[src/rtl/dram_preload_ctrl_if.sv]
// dram_preload_ctrl_if
// Handshake bundle around the DRAM preload controller: the loader row stream
// (ld_*) and the AXI4 write address / data / response channels (aw_*, w_*, b_*).
// Signal suffixes are relative to the controller.
//   modport master : controller side (accepts rows, issues AXI writes)
//   modport slave  : environment side (loader + DRAM slave port)
interface dram_preload_ctrl_if #(
   parameter int unsigned AxiAddrWidth = 64,
   parameter int unsigned AxiDataWidth = 256
);
   localparam int unsigned BeBytes = AxiDataWidth / 8;

   logic                    ld_valid_i;
   logic                    ld_ready_o;
   logic [AxiAddrWidth-1:0] ld_addr_i;
   logic [AxiDataWidth-1:0] ld_data_i;
   logic                    ld_last_i;

   logic                    aw_valid_o;
   logic                    aw_ready_i;
   logic [AxiAddrWidth-1:0] aw_addr_o;
   logic [7:0]              aw_len_o;
   logic [2:0]              aw_size_o;
   logic [1:0]              aw_burst_o;

   logic                    w_valid_o;
   logic                    w_ready_i;
   logic [AxiDataWidth-1:0] w_data_o;
   logic [BeBytes-1:0]      w_strb_o;
   logic                    w_last_o;

   logic                    b_valid_i;
   logic                    b_ready_o;
   logic [1:0]              b_resp_i;

   modport master (
      input  ld_valid_i, ld_addr_i, ld_data_i, ld_last_i,
      output ld_ready_o,
      output aw_valid_o, aw_addr_o, aw_len_o, aw_size_o, aw_burst_o,
      input  aw_ready_i,
      output w_valid_o, w_data_o, w_strb_o, w_last_o,
      input  w_ready_i,
      input  b_valid_i, b_resp_i,
      output b_ready_o
   );

   modport slave (
      output ld_valid_i, ld_addr_i, ld_data_i, ld_last_i,
      input  ld_ready_o,
      input  aw_valid_o, aw_addr_o, aw_len_o, aw_size_o, aw_burst_o,
      output aw_ready_i,
      input  w_valid_o, w_data_o, w_strb_o, w_last_o,
      output w_ready_i,
      output b_valid_i, b_resp_i,
      input  b_ready_o
   );
endinterface

[src/rtl/dram_preload_ctrl.sv]
// dram_preload_ctrl
// Loads the initial DRAM image before the core leaves reset. Rows from the
// loader are packed into AXI4 INCR write bursts (contiguous, in DRAM range,
// never crossing 4 KiB, at most MaxBurstLen beats); one burst is outstanding
// at a time. Out-of-range rows are dropped and counted. The core reset is
// released only after the burst holding the last row is acknowledged.
// Ports:
//   clk_i, rst_ni  clock, asynchronous active-low reset
//   bus            loader + AXI write channels (dram_preload_ctrl_if.master)
//   core_rst_no    system reset, low until preload done (registered)
//   done_o         preload complete
//   drop_cnt_o     out-of-range rows dropped, saturating
//   bresp_err_o    sticky, any non-OKAY write response
//
// state | meaning
// IDLE  | waiting for the first row of a burst
// FILL  | collecting contiguous rows into the beat buffer
// AW    | presenting the burst address
// W     | streaming buffered beats
// B     | waiting for the write response
// DONE  | image loaded, core released (terminal until reset)
module dram_preload_ctrl #(
   parameter int unsigned                AxiAddrWidth = 64,
   parameter int unsigned                AxiDataWidth = 256,
   parameter int unsigned                MaxBurstLen  = 16,
   parameter logic [AxiAddrWidth-1:0]    DRAMAddrBase = 'h8000_0000,
   parameter logic [AxiAddrWidth-1:0]    DRAMLength   = 'h4000_0000
) (
   input  logic                clk_i,
   input  logic                rst_ni,
   dram_preload_ctrl_if.master bus,
   output logic                core_rst_no,
   output logic                done_o,
   output logic [15:0]         drop_cnt_o,
   output logic                bresp_err_o
);

   localparam int unsigned BeBytes  = AxiDataWidth / 8;
   localparam int unsigned SizeLog2 = $clog2(BeBytes);
   localparam int unsigned CntW     = $clog2(MaxBurstLen + 1);
   localparam int unsigned IdxW     = (MaxBurstLen > 1) ? $clog2(MaxBurstLen) : 1;
   localparam logic [AxiAddrWidth-1:0] DramEnd  = DRAMAddrBase + DRAMLength;
   localparam logic [AxiAddrWidth-1:0] RowBytes = AxiAddrWidth'(BeBytes);
   localparam logic [CntW-1:0]         MaxCnt   = CntW'(MaxBurstLen);

   typedef enum logic [2:0] {IDLE, FILL, AW, W, B, DONE} state_e;

   state_e                  state_q;
   logic [AxiAddrWidth-1:0] base_q;
   logic [CntW-1:0]         cnt_q;
   logic [CntW-1:0]         idx_q;
   logic                    seen_last_q;
   logic                    aw_valid_q;
   logic                    w_valid_q;
   logic                    w_last_q;
   logic                    b_ready_q;
   logic                    done_q;
   logic                    core_rst_q;
   logic [15:0]             drop_cnt_q;
   logic                    bresp_err_q;

   logic [AxiDataWidth-1:0] beat_buf [MaxBurstLen];

   logic                    in_range;
   logic                    contig;
   logic                    ld_ready;
   logic                    ld_fire;
   logic [AxiAddrWidth-1:0] next_addr;
   logic [AxiAddrWidth-1:0] after_addr;
   logic [AxiAddrWidth-1:0] first_next;
   logic [CntW-1:0]         cnt_inc;
   logic [IdxW-1:0]         wr_idx;

   assign in_range   = (bus.ld_addr_i >= DRAMAddrBase) && (bus.ld_addr_i < DramEnd);
   assign next_addr  = base_q + (AxiAddrWidth'(cnt_q) << SizeLog2);
   assign after_addr = next_addr + RowBytes;
   assign first_next = bus.ld_addr_i + RowBytes;
   assign contig     = in_range && (bus.ld_addr_i == next_addr);
   assign cnt_inc    = cnt_q + CntW'(1);
   assign ld_fire    = bus.ld_valid_i && ld_ready;
   assign wr_idx     = (state_q == FILL) ? cnt_q[IdxW-1:0] : '0;

   // Ready is combinational on valid/addr so a non-contiguous row is simply
   // left pending and re-offered once the current burst has been written.
   always_comb begin
      ld_ready = 1'b0;
      if (rst_ni) begin
         case (state_q)
            IDLE:    ld_ready = 1'b1;
            FILL:    ld_ready = (cnt_q < MaxCnt) && (!bus.ld_valid_i || contig);
            default: ld_ready = 1'b0;
         endcase
      end
   end

   always_ff @(posedge clk_i) begin
      if (ld_fire) begin
         beat_buf[wr_idx] <= bus.ld_data_i;
      end
   end

   always_ff @(posedge clk_i or negedge rst_ni) begin
      if (!rst_ni) begin
         state_q     <= IDLE;
         base_q      <= '0;
         cnt_q       <= '0;
         idx_q       <= '0;
         seen_last_q <= 1'b0;
         aw_valid_q  <= 1'b0;
         w_valid_q   <= 1'b0;
         w_last_q    <= 1'b0;
         b_ready_q   <= 1'b0;
         done_q      <= 1'b0;
         core_rst_q  <= 1'b0;
         drop_cnt_q  <= '0;
         bresp_err_q <= 1'b0;
      end else begin
         case (state_q)
            IDLE: begin
               if (ld_fire) begin
                  if (!in_range) begin
                     if (drop_cnt_q != 16'hFFFF) drop_cnt_q <= drop_cnt_q + 16'd1;
                     if (bus.ld_last_i) begin
                        seen_last_q <= 1'b1;
                        done_q      <= 1'b1;
                        core_rst_q  <= 1'b1;
                        state_q     <= DONE;
                     end
                  end else begin
                     base_q      <= bus.ld_addr_i;
                     cnt_q       <= CntW'(1);
                     seen_last_q <= bus.ld_last_i;
                     // A single-row burst also closes at a 4 KiB edge or when bursts are 1 beat.
                     if (bus.ld_last_i || (MaxCnt == CntW'(1)) || (first_next[11:0] == 12'h000)) begin
                        aw_valid_q <= 1'b1;
                        state_q    <= AW;
                     end else begin
                        state_q <= FILL;
                     end
                  end
               end
            end
            FILL: begin
               if (ld_fire) begin
                  cnt_q       <= cnt_inc;
                  seen_last_q <= bus.ld_last_i;
                  if (bus.ld_last_i || (cnt_inc == MaxCnt) || (after_addr[11:0] == 12'h000)) begin
                     aw_valid_q <= 1'b1;
                     state_q    <= AW;
                  end
               end else if (bus.ld_valid_i && !contig) begin
                  aw_valid_q <= 1'b1;
                  state_q    <= AW;
               end
            end
            AW: begin
               if (bus.aw_ready_i) begin
                  aw_valid_q <= 1'b0;
                  w_valid_q  <= 1'b1;
                  idx_q      <= '0;
                  w_last_q   <= (cnt_q == CntW'(1));
                  state_q    <= W;
               end
            end
            W: begin
               if (bus.w_ready_i) begin
                  if (w_last_q) begin
                     w_valid_q <= 1'b0;
                     w_last_q  <= 1'b0;
                     b_ready_q <= 1'b1;
                     state_q   <= B;
                  end else begin
                     idx_q    <= idx_q + CntW'(1);
                     w_last_q <= ((idx_q + CntW'(2)) == cnt_q);
                  end
               end
            end
            B: begin
               if (bus.b_valid_i) begin
                  b_ready_q <= 1'b0;
                  if (bus.b_resp_i != 2'b00) bresp_err_q <= 1'b1;
                  if (seen_last_q) begin
                     done_q     <= 1'b1;
                     core_rst_q <= 1'b1;
                     state_q    <= DONE;
                  end else begin
                     state_q <= IDLE;
                  end
               end
            end
            DONE: begin
               state_q <= DONE;
            end
            default: begin
               state_q <= IDLE;
            end
         endcase
      end
   end

   assign bus.ld_ready_o = ld_ready;
   assign bus.aw_valid_o = aw_valid_q;
   assign bus.aw_addr_o  = base_q;
   assign bus.aw_len_o   = 8'(cnt_q - CntW'(1));
   assign bus.aw_size_o  = 3'(SizeLog2);
   assign bus.aw_burst_o = 2'b01;
   assign bus.w_valid_o  = w_valid_q;
   assign bus.w_data_o   = beat_buf[idx_q[IdxW-1:0]];
   assign bus.w_strb_o   = '1;
   assign bus.w_last_o   = w_last_q;
   assign bus.b_ready_o  = b_ready_q;

   assign core_rst_no = core_rst_q;
   assign done_o      = done_q;
   assign drop_cnt_o  = drop_cnt_q;
   assign bresp_err_o = bresp_err_q;

endmodule
[src/flat_wrapper.sv]
// flat-port wrapper written by rule: the top's interface ports become plain ports
module dram_preload_ctrl_flat 
#(
   parameter int unsigned                AxiAddrWidth = 64,
   parameter int unsigned                AxiDataWidth = 256,
   parameter int unsigned                MaxBurstLen  = 16,
   parameter logic [AxiAddrWidth-1:0]    DRAMAddrBase = 'h8000_0000,
   parameter logic [AxiAddrWidth-1:0]    DRAMLength   = 'h4000_0000
)
  (clk_i, rst_ni, core_rst_no, done_o, drop_cnt_o, bresp_err_o, bus_ld_valid_i, bus_ld_addr_i, bus_ld_data_i, bus_ld_last_i, bus_ld_ready_o, bus_aw_valid_o, bus_aw_addr_o, bus_aw_len_o, bus_aw_size_o, bus_aw_burst_o, bus_aw_ready_i, bus_w_valid_o, bus_w_data_o, bus_w_strb_o, bus_w_last_o, bus_w_ready_i, bus_b_valid_i, bus_b_resp_i, bus_b_ready_o);
  dram_preload_ctrl_if #(.AxiAddrWidth(AxiAddrWidth), .AxiDataWidth(AxiDataWidth)) bus_i ();
  input  logic clk_i;
  input  logic rst_ni;
  output logic core_rst_no;
  output logic done_o;
  output logic [15:0] drop_cnt_o;
  output logic bresp_err_o;
  input wire logic [$bits(bus_i.ld_valid_i)-1:0] bus_ld_valid_i;
  input wire logic [$bits(bus_i.ld_addr_i)-1:0] bus_ld_addr_i;
  input wire logic [$bits(bus_i.ld_data_i)-1:0] bus_ld_data_i;
  input wire logic [$bits(bus_i.ld_last_i)-1:0] bus_ld_last_i;
  output wire logic [$bits(bus_i.ld_ready_o)-1:0] bus_ld_ready_o;
  output wire logic [$bits(bus_i.aw_valid_o)-1:0] bus_aw_valid_o;
  output wire logic [$bits(bus_i.aw_addr_o)-1:0] bus_aw_addr_o;
  output wire logic [$bits(bus_i.aw_len_o)-1:0] bus_aw_len_o;
  output wire logic [$bits(bus_i.aw_size_o)-1:0] bus_aw_size_o;
  output wire logic [$bits(bus_i.aw_burst_o)-1:0] bus_aw_burst_o;
  input wire logic [$bits(bus_i.aw_ready_i)-1:0] bus_aw_ready_i;
  output wire logic [$bits(bus_i.w_valid_o)-1:0] bus_w_valid_o;
  output wire logic [$bits(bus_i.w_data_o)-1:0] bus_w_data_o;
  output wire logic [$bits(bus_i.w_strb_o)-1:0] bus_w_strb_o;
  output wire logic [$bits(bus_i.w_last_o)-1:0] bus_w_last_o;
  input wire logic [$bits(bus_i.w_ready_i)-1:0] bus_w_ready_i;
  input wire logic [$bits(bus_i.b_valid_i)-1:0] bus_b_valid_i;
  input wire logic [$bits(bus_i.b_resp_i)-1:0] bus_b_resp_i;
  output wire logic [$bits(bus_i.b_ready_o)-1:0] bus_b_ready_o;
  assign bus_i.ld_valid_i = bus_ld_valid_i;
  assign bus_i.ld_addr_i = bus_ld_addr_i;
  assign bus_i.ld_data_i = bus_ld_data_i;
  assign bus_i.ld_last_i = bus_ld_last_i;
  assign bus_ld_ready_o = bus_i.ld_ready_o;
  assign bus_aw_valid_o = bus_i.aw_valid_o;
  assign bus_aw_addr_o = bus_i.aw_addr_o;
  assign bus_aw_len_o = bus_i.aw_len_o;
  assign bus_aw_size_o = bus_i.aw_size_o;
  assign bus_aw_burst_o = bus_i.aw_burst_o;
  assign bus_i.aw_ready_i = bus_aw_ready_i;
  assign bus_w_valid_o = bus_i.w_valid_o;
  assign bus_w_data_o = bus_i.w_data_o;
  assign bus_w_strb_o = bus_i.w_strb_o;
  assign bus_w_last_o = bus_i.w_last_o;
  assign bus_i.w_ready_i = bus_w_ready_i;
  assign bus_i.b_valid_i = bus_b_valid_i;
  assign bus_i.b_resp_i = bus_b_resp_i;
  assign bus_b_ready_o = bus_i.b_ready_o;
  dram_preload_ctrl #(.AxiAddrWidth(AxiAddrWidth), .AxiDataWidth(AxiDataWidth), .MaxBurstLen(MaxBurstLen), .DRAMAddrBase(DRAMAddrBase), .DRAMLength(DRAMLength)) u_core (.clk_i(clk_i), .rst_ni(rst_ni), .bus(bus_i), .core_rst_no(core_rst_no), .done_o(done_o), .drop_cnt_o(drop_cnt_o), .bresp_err_o(bresp_err_o));
endmodule
[config.mk]
export PLATFORM = sky130hd
export DESIGN_NAME = dram_preload_ctrl_flat
export DESIGN_NICKNAME = d
export VERILOG_FILES = /design/src/rtl/dram_preload_ctrl_if.sv /design/src/rtl/dram_preload_ctrl.sv /design/src/flat_wrapper.sv
export SDC_FILE = /design/constraint.sdc
export NUM_CORES = 2
export LEC_CHECK = 0
export CAP_MARGIN = 20
export CELL_PAD_IN_SITES_DETAIL_PLACEMENT = 0
export CELL_PAD_IN_SITES_GLOBAL_PLACEMENT = 1
export CORE_UTILIZATION = 49
export DETAILED_ROUTE_END_ITERATION = 12
export GPL_TIMING_DRIVEN = 0
export PLACE_DENSITY_LB_ADDON = 0.1
export SLEW_MARGIN = 0
export SYNTH_ARGS = -nofsm -noshare
export SYNTH_HDL_FRONTEND = slang
export SYNTH_SLANG_ARGS = --single-unit
[constraint.sdc]
create_clock -name clk_i -period 22.3 [get_ports clk_i]
set_clock_uncertainty 0.1 [all_clocks]
set_input_delay 4.46 -clock clk_i [delete_from_list [all_inputs] [get_ports clk_i]]
set_output_delay 4.46 -clock clk_i [all_outputs]
set_load 0.03 [all_outputs]
### After elaboration in Yosys (flattened, before gate mapping)

Memories as Yosys holds them, arrays and structs flattened.
Cells that the tools add are included.

* register bits after elaboration: 100
* memory bits (writable): 4096
* input port bits: 329
* word-level logic and storage cells: 138
* memories: 1

* $add $sub $neg: 8
* order comparisons: 3
* eq/ne operators: 25
* mux-type cells: 56
* bitwise gates (word level): 1
* reduce and logical (&&, ||, !) cells: 32

Memories
* u_core.beat_buf: depth 16, bits a word 256, read ports 1, clocked after memory_dff 0, wr ports 1, RTL line dram_preload_ctrl.sv:62 `logic [AxiDataWidth-1:0] beat_buf [MaxBurstLen];`

Operator list (number)
* $add 64x10->64: 1
* $eq 64x64->1: 1
* $ge 64x32->1 const B: 1
* $lt 64x32->1 const B: 1
* $mux 3: 11
* $mux 5: 6
* $mux 1: 27
* $add 12x6->12 const B: 2
* $logic_not 12->1: 2
* $reduce_and 4->1: 6
* $pmux 5 s2: 2
* $pmux 3 s6: 1
* $add 16x1->16 const B: 1
* $ne 16x16->1 const B: 1
* $ne 2x1->1 const B: 6
* $ne 2x2->1 const B: 6
* $pmux 1 s2: 6
* $add 5x1->5 const B: 2
* $reduce_bool 2->1: 5
* $reduce_and 3->1: 3
* $reduce_and 8->1: 1
* $reduce_and 7->1: 1
* $eq 3x2->1 const B: 2
* $eq 3x3->1 const B: 2
* other kinds (19): 28

### Logic depth before layout (Yosys ltp)

* depth in word-level cells: 10
* depth in mapped cells: 14
* depth with buffers taken out: 13

### Worst setup path after synthesis

OpenSTA, ideal clock, no wires.

* kind: input-to-reg
* start point: input port bus_ld_addr_i[47]
* end point: memory u_core.beat_buf[12][0], enable pin
* library setup time: 1239 ps
* arrival time: 25342 ps
* path slack: -4381 ps
* stages on the path: 10
* path buffers: 0
* cell sequence: nor4_1 nand3_1 nor3_1 o2111ai_1 nor3_1 nand4_1 or4_1 nor4_4 nand3_1 nor3b_1

* cells in the longest elaborated chain, start to end: 10

Ends and longest elaborated chain
* from (decl): RTL line flat_wrapper.sv:19 `input wire logic [$bits(bus_i.ld_addr_i)-1:0] bus_ld_addr_i;`
* $ge 64x32->1 / $lt 64x32->1 (equally long branches): RTL line dram_preload_ctrl.sv:74 `assign in_range = (bus.ld_addr_i >= DRAMAddrBase) && (bus.ld_addr_i < DramEnd);`
* $logic_and 1x1->1: RTL line dram_preload_ctrl.sv:74
* $logic_and 1x1->1 (*): RTL line dram_preload_ctrl.sv:78 `assign contig = in_range && (bus.ld_addr_i == next_addr);`
* $logic_or 1x1->1 (*): RTL line dram_preload_ctrl.sv:90 `FILL: ld_ready = (cnt_q < MaxCnt) && (!bus.ld_valid_i || contig);`
* $logic_and 1x1->1 (*): RTL line dram_preload_ctrl.sv:90
* $pmux 1 s2 (*): RTL line dram_preload_ctrl.sv:88 `case (state_q)`
* $mux 1 (*): RTL line dram_preload_ctrl.sv:87 `if (rst_ni) begin`
* $logic_and 1x1->1 (*): RTL line dram_preload_ctrl.sv:80 `assign ld_fire = bus.ld_valid_i && ld_ready;`
* $mux 1 (*): RTL line dram_preload_ctrl.sv:97 `if (ld_fire) begin`
* $mux 1 (not written as such) (*): RTL line dram_preload_ctrl.sv:98 `beat_buf[wr_idx] <= bus.ld_data_i;`
* to (decl): RTL line dram_preload_ctrl.sv:62

Mark *: on every way between the ends. The rest lies on a longest branch, timed or not.

### Worst setup path in the final report

* start point: input port bus_ld_addr_i[34]
* end point: output port bus_ld_ready_o

* cells in the longest elaborated chain, start to end: 7

Ends and longest elaborated chain
* $ge 64x32->1 / $lt 64x32->1 (equally long branches): RTL line dram_preload_ctrl.sv:74
* $logic_and 1x1->1: RTL line dram_preload_ctrl.sv:74
* $logic_and 1x1->1 (*): RTL line dram_preload_ctrl.sv:78
* $logic_or 1x1->1 (*): RTL line dram_preload_ctrl.sv:90
* $logic_and 1x1->1 (*): RTL line dram_preload_ctrl.sv:90
* $pmux 1 s2 (*): RTL line dram_preload_ctrl.sv:88
* $mux 1 (*): RTL line dram_preload_ctrl.sv:87
* to (decl): RTL line flat_wrapper.sv:22 `output wire logic [$bits(bus_i.ld_ready_o)-1:0] bus_ld_ready_o;`

Marked as above.

==> reports/metrics.yaml <==
status: "finished clean"
ant_nets: 0
vias_per_cell: 6.08
crit_path_end: "bus_ld_ready_o"
clkTransAtPathRegs_ps: 60
post-route-util_pct: 59.8
crit_fanout: 9
period_share_pct: 61.6
fp.dieW_um: 575
place_congestion: 0.897
drt_first_pass_iters: 6
routed_wl_mm: 434
final_common_cell: "edfxtp_1"
rrSetupSlack_ps: 13390
syn_area_sq_um: 161000
final-hold-violation-count: 0
synth_cells: 6577
grt_first_pass_wirelength_mm: 607
areaGrowthSynthToFinish_pct: 21.5
p_per_area_nw_per_um2: 104
layout.nets: 8495
tritoncts: "built"
grt_max_degree: 68
synth_area_leaders: "edfxtp_1, mux4_2, dfrtp_1"
r2r-end: "u_core.beat_buf[8][116]"
arrival_ps: 9170
most-common-layout-cells: "edfxtp_1, mux4_2, clkdlybuf4s50_1, clkbuf_16, clkbuf_1"
dieArea_sq_um: 331000
antenna_found_initial: 115
die_y_um: 575
synth_edf_count: 4096
h-tree-depth: 5
cts-root-buf: "clkbuf_16"
initial_utilization_pct: 49.2
detail_route.wl_per_cell_um: 33.7
maxSlewViolCount: 0
leakagePower_nw: 60.4
rr_startpoint: "u_core.cnt_q[1]"
clock_sinks: 4196
required_ps: 17740
max_slew_margin_pct: 25.1
rsz0062_at_grt: "no"
synth-main-ff-cell: "edfxtp_1"
hold_buffers: 0
syn_avg_cell_area_sq_um: 24.5
grt_overflow: 0
setup_viol: 0
synth_seq_area_share_pct: 78.0
core_area_sq_um: 327000
worstSetupStartpointType: "input pin"
hold_slack_ps: 399
clk_latency_ps: 970
grt_pass1_vias: 79800
io_buffers: 680
synth_top_area_share_pct: 76.4
hp-class: "register to register"
cts-buffers-inserted: 427
crit_type: "input pin to output port"
ctsResizeCount: 0
cts_setup_buffers: 0
ys_types: 81
vias: 78300
fmax_mhz: 72.8
yosysWarnings: 0
ios: 718
reg2reg_depth: 24
finalCriticalPeriod_ps: 13730
tightest_slew_ps: 1120
cap_viol_max_count: 0
remaining_drc_errors: 0
peakVddDrop_v: 0.0000780
ys_ff_latch: 4196
drive_gt1_share_pct: 29.3
synth_top_cell_by_area: "edfxtp_1"
cts_max_path_buffers: 4
worstSetupStartpoint: "bus_ld_addr_i[34]"
synthArstFlopShare_pct: 2.38
dp_hpwl_mm: 287
initialDrtViolationCount: 8682
grt_usage_pct: 26.2
fp-row-count: 210
critPathCaptureType: "output port"
-- routing by layer --
layer  vias up  global-route usage [%]  share of wire (%)
met5         -                       0               0.14
met4        92                    6.64                2.7
met2      3188                    42.8                 49
met3       696                    6.41                8.3
met1     42600                    35.6                 40
li1      31700                       -                  -
-- logic make-up after synthesis --
family / synth area share, %
XOR/XNOR: 0.657
adder cells (fa/ha/maj): 0.114
multiplexers: 18.2
buffers and inverters: 0.976
flip-flops: 78.0
AND/OR/NAND/NOR: 1.42
other: 0.00467
AO/OA/AOI/OAI: 0.669
-- Yosys cell counts, drive strengths merged (14+ instances only) --
cell    instances
inv            14
nor4           31
o21ai          19
nand4          35
nor3           36
clkbuf        208
or4            14
and2           41
xnor2          78
nand2          83
mux4         1280
dfrtp         100
edfxtp       4096
xor2           40
a21oi          29
mux2           33
buf           152
nand3          49
nor2           53
-- sequential cells by signal, summed over array words and instances (netlist names), 3 cells and up --
signal and count:
u_core.idx_q 5, u_core.state_q 3, u_core.drop_cnt_o 16, u_core.beat_buf 4096, u_core.bus.aw_addr_o 64, u_core.cnt_q 5
-- critical path, stage by stage --
cell and delay, ps:
clkdlybuf4s50_1 630, nor4_1 390, nand3_1 180, nor3_2 710
o2111ai_1 270, nor4b_1 320, nand3_1 200, or4_4 580
or3_1 320, a21oi_1 150, o211a_1 240, clkdlybuf4s50_1 710
-- power by group --
group	switching, W	internal [W]
Combinational	0.00247	0.00194
Clock	0.00301	0.00425
Sequential	0.0000246	0.00872
Total	0.00551	0.0149
-- through the flow --
| stage | power [W] | cell area, sq um | std cells | TNS (ps) | worst slack [ps] |
|---|---|---|---|---|---|
| final | 0.0204 | 195000 | 12900 | 0 | 8570 |
| after global routing | 0.0210 | 195000 | 12900 | 0 | 8450 |
| after CTS | 0.0205 | 195000 | 12800 | 0 | 8590 |
| after detailed placement | 0.0133 | 180000 | 12000 | 0 | 8600 |
| after global placement | 0.0133 | 173000 | 11600 | - | -33210 |
| after floorplan | 0.0114 | 161000 | 6612 | -1558000 | -3040 |
-- how the worst min path moves through the flow --
stage,end,startpoint,slack (ps),cells after the start
final,u_core.drop_cnt_o[5],u_core.drop_cnt_o[5],400,1
after global routing,u_core.drop_cnt_o[8],u_core.drop_cnt_o[8],410,1
after CTS,u_core.drop_cnt_o[8],u_core.drop_cnt_o[8],400,1
after detailed placement,u_core.drop_cnt_o[8],u_core.drop_cnt_o[8],390,1
after global placement,u_core.drop_cnt_o[13],u_core.drop_cnt_o[13],380,1
after floorplan,u_core.idx_q[4],u_core.idx_q[4],420,2
-- area by class of cell --
type | count | area [sq um]
buffer | 360 | 1540
clock buffer | 511 | 11200
multi-input combinational | 2042 | 34100
inverter | 14 | 52.6
timing repair buffer | 1111 | 14500
antenna | 23 | 57.6
tap | 4346 | 5440
clock inverter | 280 | 3030
fill | 22900 | 132000
sequential | 4196 | 126000
Note: power is estimated with default switching activity, not from simulation.
